<file path="src/rtl/seq_add_pkg.sv">
// Shared types and constants for the sequential nibble adder controller.
package seq_add_pkg;

  localparam int NIBBLE_W    = 4;
  localparam int MAX_NIBBLES = 16;

  typedef enum logic [1:0] {
    IDLE = 2'd0,
    RUN  = 2'd1,
    DONE = 2'd2
  } seq_add_state_t;

endpackage

</file>
<file path="src/rtl/nibble_adder.sv">
// Combinational 4-bit adder slice with carry-in and carry-out.
module nibble_adder
  import seq_add_pkg::*;
(
  input  logic [NIBBLE_W-1:0] a,
  input  logic [NIBBLE_W-1:0] b,
  input  logic                cin,
  output logic [NIBBLE_W-1:0] sum,
  output logic                cout
);

  // Widen by one bit so the slice carry-out falls out of the add.
  always_comb begin
    {cout, sum} = {1'b0, a} + {1'b0, b} + {{NIBBLE_W{1'b0}}, cin};
  end

endmodule

</file>
<file path="src/rtl/seq_add_ctrl.sv">
// Sequential wide adder: one shared nibble_adder slice walks the operands
// LSB nibble first, carrying between nibbles through a register.
// Optional macro SEQ_ADD_SUB_EN adds the in_sub port (A - B via ~B + 1).
module seq_add_ctrl
  import seq_add_pkg::*;
#(
  parameter int NIBBLES = 4
) (
  input  logic                        clk,
  input  logic                        rst_n,
  input  logic                        in_valid,
  output logic                        in_ready,
  input  logic [NIBBLE_W*NIBBLES-1:0] in_a,
  input  logic [NIBBLE_W*NIBBLES-1:0] in_b,
  input  logic                        in_cin,
`ifdef SEQ_ADD_SUB_EN
  input  logic                        in_sub,
`endif
  output logic                        out_valid,
  input  logic                        out_ready,
  output logic [NIBBLE_W*NIBBLES-1:0] out_sum,
  output logic                        out_carry,
  output logic                        busy
);

  localparam int W     = NIBBLE_W * NIBBLES;
  localparam int IDX_W = (NIBBLES > 1) ? $clog2(NIBBLES) : 1;
  localparam logic [IDX_W-1:0] LAST_IDX = IDX_W'(NIBBLES - 1);

  seq_add_state_t                     state_q;
  logic [NIBBLES-1:0][NIBBLE_W-1:0]   a_q;
  logic [NIBBLES-1:0][NIBBLE_W-1:0]   b_q;
  logic [NIBBLES-1:0][NIBBLE_W-1:0]   sum_q;
  logic                               carry_q;
  logic                               cout_q;
  logic [IDX_W-1:0]                   idx_q;

  logic [W-1:0]                       b_cap;
  logic                               c_cap;
  logic [NIBBLE_W-1:0]                nib_sum;
  logic                               nib_cout;
  logic                               accept;

  // Handshake signals depend only on state and out_ready, never on in_valid.
  assign in_ready  = (state_q == IDLE) || ((state_q == DONE) && out_ready);
  assign out_valid = (state_q == DONE);
  assign busy      = (state_q != IDLE);
  assign accept    = in_valid && in_ready;
  assign out_sum   = sum_q;
  assign out_carry = cout_q;

  // Operand B and initial carry as captured; subtract folds into ~B + 1.
  always_comb begin
    b_cap = in_b;
    c_cap = in_cin;
`ifdef SEQ_ADD_SUB_EN
    if (in_sub) begin
      b_cap = ~in_b;
      c_cap = 1'b1;
    end
`endif
  end

  nibble_adder u_nib (
    .a    (a_q[idx_q]),
    .b    (b_q[idx_q]),
    .cin  (carry_q),
    .sum  (nib_sum),
    .cout (nib_cout)
  );

  // Sequencer: capture on accept, one nibble per RUN cycle, hold in DONE.
  always_ff @(posedge clk or negedge rst_n) begin
    if (!rst_n) begin
      state_q <= IDLE;
      a_q     <= '0;
      b_q     <= '0;
      sum_q   <= '0;
      carry_q <= 1'b0;
      cout_q  <= 1'b0;
      idx_q   <= '0;
    end else if (accept) begin
      // Accept is only possible in IDLE or DONE, so RUN is never interrupted.
      state_q <= RUN;
      a_q     <= in_a;
      b_q     <= b_cap;
      carry_q <= c_cap;
      sum_q   <= '0;
      cout_q  <= 1'b0;
      idx_q   <= '0;
    end else begin
      case (state_q)
        RUN: begin
          sum_q[idx_q] <= nib_sum;
          carry_q      <= nib_cout;
          if (idx_q == LAST_IDX) begin
            state_q <= DONE;
            cout_q  <= nib_cout;
            idx_q   <= '0;
          end else begin
            idx_q <= idx_q + 1'b1;
          end
        end
        DONE: begin
          if (out_ready) state_q <= IDLE;
        end
        IDLE: ;
        default: state_q <= IDLE;
      endcase
    end
  end

endmodule

</file>
<file path="config.mk">
export PLATFORM = sky130hd
export DESIGN_NAME = seq_add_ctrl
export DESIGN_NICKNAME = d
export VERILOG_FILES = /design/src/rtl/seq_add_pkg.sv /design/src/rtl/nibble_adder.sv /design/src/rtl/seq_add_ctrl.sv
export SDC_FILE = /design/constraint.sdc
export NUM_CORES = 1
export LEC_CHECK = 0
export BUFFER_PORTS_ARGS = -buffer_cell sky130_fd_sc_hd__buf_2
export CORE_MARGIN = 8
export CORE_UTILIZATION = 48
export CTS_BUF_LIST = sky130_fd_sc_hd__clkbuf_16
export DETAILED_ROUTE_END_ITERATION = 12
export PLACE_DENSITY_LB_ADDON = 0.15
export SYNTH_ARGS = -nofsm -noshare
export SYNTH_HDL_FRONTEND = slang
export SYNTH_SLANG_ARGS = --single-unit
</file>
<file path="constraint.sdc">
create_clock -name clk -period 2.8 [get_ports clk]
set_clock_uncertainty 0.15 [all_clocks]
set_input_delay 0.42 -clock clk [delete_from_list [all_inputs] [get_ports clk]]
set_output_delay 0.42 -clock clk [all_outputs]
set_load 0.01 [all_outputs]
</file>
==> results <==
- The detailed-placement wirelength estimate is 3770 um.
- The worst slew margin relative to its limit is 0.601.
- The class of the worst hold path is in2reg.
- The layout filler cell count is 450.
- Measured on the finished design, the core utilization comes to 0.600.
- The overall die area is 0.00773 sq mm.
- The number of logic stages on the critical path including buffering is 6.
- In the final layout, the multi-input gates occupy 0.00108 sq mm.
- Entering global routing, the biggest net connects 51 pins.
- STA classifies the critical path endpoint as a register.
- The share of the cycle needed by the critical path after routing is 0.929.
- After detailed routing, the number of vias per cell comes to 5.19.
- Of the cells placed in the final design, the portion with a size suffix greater than 1 is 0.333.
- The post-CTS resize count is 0.
- The final number of hold-violating endpoints is 0.
- Routability-driven placement finished with a final weighted congestion of 0.727.
- For this block, the routed nets add up to 5000 um of wire.
- The clock network fraction of total power is 0.177.
- The critical path's largest stage delay is 0.53 ns.
- For this block, the initial DRC count from the detailed router was 69.
- The smallest hold slack is 0.188 ns.
- The flow ran to the end, and the final reports show no timing, DRC or antenna violations.
- The number of antenna repair diodes is 0.
- The site row count is 26.
- Summing over every cut layer, the via total after detailed routing is 1641.
- The global-route wire length before repair is 8600 um.
- The critical path goes through mux4_2 > fa_1 > fa_1 > a21o_1 > a21oi_1 > o221ai_1.
- Data arrives at the worst endpoint at 2.60 ns.
- In this run the tool buffered the top-level ports with 56 buffer cells.
- The final number of max-transition violations is 0.
- The synthesis warning total is 0.
- The final global-route overflow total is 0.
- The leakage power is 1.41 nW.
- The maximum operating frequency is 0.384 GHz.
- For this run, the register share of the synthesized area comes to 0.544.
- The count of unique library cells instantiated by Yosys is 34.
- In this design, the critical path's most frequently occurring cell is fa_1.
- Setup violations remaining at the end of the flow were counted as 0.
- Along the worst hold path, the cell count comes to 2.
- Of the total power, the share spent switching nets is 0.372.
- TritonCTS created 5 clock buffers.
- The number of nets handed over by synthesis was 230.
- The met3 layer usage reported by global route is 0.0460.
- The floorplan step set the die width to 87.9 um.
- The number of cells on the worst reg-to-reg path is 6.
- The combined flip-flop and latch cell area is 0.00135 sq mm.
- The total negative setup slack is 0 ns.
- The area growth from synthesis to layout is 21.9%.
- After the last flow step, the layout net total stands at 291.
- The maximum fanout encountered on the critical timing path is 4.
- The transition at the pin with the smallest max-transition slack is 0.598 ns.
- The critical path is of the reg2reg type.
- The met2 routing resource usage after global routing is 0.230.
- The number of max-cap violations is 0.
- The clock slew at the register clock pins of the worst setup and hold paths is 0.07 ns.
- The sequential cell fraction of total power is 0.347.
- Summed over all nets, the switching power comes to 1.47 mW.
- The number of antenna violations at the first check in global routing is 0.
- Among cell families on the critical path, the largest total delay comes from adder cells.
- The number of I/O pins is 57.
- Across the VDD grid, the largest voltage drop is 0.000699 V.
- The clock net in this run drives a total of 54 sinks.
- Setup repair after global routing left no endpoint under its margin.
- The average instance area after synthesis is 13.5 sq um.
- Of the total power, combinational logic draws 0.476.
- Counting every instance in the synthesized netlist gives 184.
- The floorplan die height is 87.9 um.
- The core region is 0.00504 sq mm.
- The tree is rooted in a clkbuf_16.
- The count of nets left with antenna violations once routing finished came out at 0.
- The element type at the critical path start is a register.
- The clock tree from TritonCTS is yes.
- The worst-skew pair later-pin latency is 0.29 ns.
- The H-tree depth reported by CTS is 2.
- The layer flagged by global routing as most heavily used is met2.
- STA puts the critical path data required time at 2.80 ns.
- The starting utilization of the core area is 0.493.
- The largest individual stage delay along the critical path comes from the cell mux4_2.
- The cell area power density is 1310 mW/mm^2.
- The via count of the first global-routing pass was 1809.
- The final period demand of the worst path is 2.60 ns.
- The post-synthesis cell area is 0.00248 sq mm.
- For this run, the total global-route usage over all layers was measured as 0.142.
- The first-pass detailed-route iteration total is 4.
- For this run, design rule violations remaining after detail routing come to 0.
- The met1 usage is 0.175.
- The post-detailed-route wirelength per cell is 15.8 um.
- In this run, synthesis produced a sequential element count of 54.
- The sum of buffers and inverters on the critical path is 0.
- The clock passes through at most 2 buffers.
- The internal power of the cells is 2.48 mW.
[worst reg2reg max path, stage by stage (launching register included)]
cell	delay, ns
dfrtp_1	0.42
mux4_2	0.53
fa_1	0.44
fa_1	0.42
a21o_1	0.19
a21oi_1	0.18
o221ai_1	0.13
[layer usage]
metal,routed length [um],up-vias
met5,0,-
met1,2250,804
met4,64,0
met3,310,5
li1,-,794
met2,2370,38
[worst paths after layout]
path,from,slack [ns],to
max in group asynchronous,rst_n,1.66,b_q[8]$_DFFE_PN0P_
max reg2reg,idx_q[0]$_DFFE_PN0P_,0.20,carry_q$_DFFE_PN0P_
min,in_b[9],0.19,b_q[9]$_DFFE_PN0P_
min in group asynchronous,rst_n,0.31,a_q[2]$_DFFE_PN0P_
max,idx_q[0]$_DFFE_PN0P_,0.20,carry_q$_DFFE_PN0P_
min reg2reg,out_sum[15]$_DFFE_PN0P_,0.33,out_sum[15]$_DFFE_PN0P_
[flip-flops by register name, indices dropped and copies added (netlist names)]
| signal | flops |
|---|---|
| a_q | 16 |
| b_q | 16 |
| out_sum | 16 |
| idx_q | 2 |
| state_q | 2 |
| carry_q | 1 |
| out_carry | 1 |
[placed cells by master, fill, tap and decap left out, drive strengths merged, types with 3 or more instances in the layout]
cell type   n
inv         3
nor2        3
mux2       32
nand2      16
clkbuf      5
or3         3
mux4        8
dfrtp      54
ha          7
a21oi      15
buf        62
nand3       7
a311oi      3
[power groups by stage]
stage                     registers, mW  clock network (mW)  logic, mW
final                              1.37               0.702       1.88
after global routing               1.42               0.745       2.12
after CTS                          1.38               0.716       1.92
after detailed placement           1.39                   0       1.91
after global placement             1.39                   0       1.87
after floorplan                    1.34                   0       1.42
[cells by family (layout without fill, tap and decap cells)]
kind of cell / count (synthesis) / after routing / share of synthesized area
compound gates: 29 / 29 / 0.0756
fa+ha+maj: 9 / 9 / 0.0514
xor+xnor: 1 / 1 / 0.00353
buf+inv: 11 / 73 / 0.0247
simple gates: 40 / 40 / 0.0831
flops: 54 / 54 / 0.544
mux: 40 / 40 / 0.218
[cells in the mapped netlist]
cell type,n,area share
mux4_2,8,0.073
o31ai_1,1,0.0030
nor2b_1,2,0.0050
dfrtp_1,54,0.54
nand2_1,15,0.023
a22o_1,2,0.0071
nand2b_1,2,0.0050
nor2_1,2,0.0030
o2bb2ai_1,2,0.0071
ha_1,7,0.035
a21o_1,2,0.0060
nor3b_2,1,0.0050
a21oi_1,15,0.030
nand2_2,1,0.0025
nand3_1,7,0.014
mux2_1,32,0.15
o221ai_1,1,0.0035
o21ai_0,1,0.0020
nor3_1,2,0.0040
a21boi_0,1,0.0030
clkbuf_1,1,0.0015
fa_1,2,0.016
and2_1,1,0.0025
or2_2,1,0.0025
and2b_1,1,0.0030
buf_4,4,0.012
nor2_2,1,0.0025
or3_1,3,0.0076
buf_2,4,0.0081
xnor2_1,1,0.0035
and3b_1,1,0.0035
a311oi_1,3,0.011
o21bai_1,1,0.0030
inv_1,2,0.0030
[layout make-up]
class,count,share of cell area
clock buffers,5,0.0413
clock inverters,3,0.0145
inverters,2,0.00248
multi-input cells,119,0.356
flip-flops and latches,54,0.446
well taps,70,0.0289
repair buffers,63,0.111
[what timing repair did]
item / CTS / global route
endpoints found under the hold margin: 2 / 0
buffers inserted: 0 / 0
hold buffers: 1 / 0
[metrics by stage]
step                total power [mW]  setup WS [ns]  cells  area (sq um)
finish                          3.95          0.198    316          3030
global route                    4.29         0.0486    316          3030
CTS                             4.01          0.171    316          3030
detailed placement              3.30          0.185    307          2850
global placement                3.26          0.212    307          2850
floorplan                       2.76         0.0268    184          2480
No activity file was read; power rests on OpenSTA's default activity.
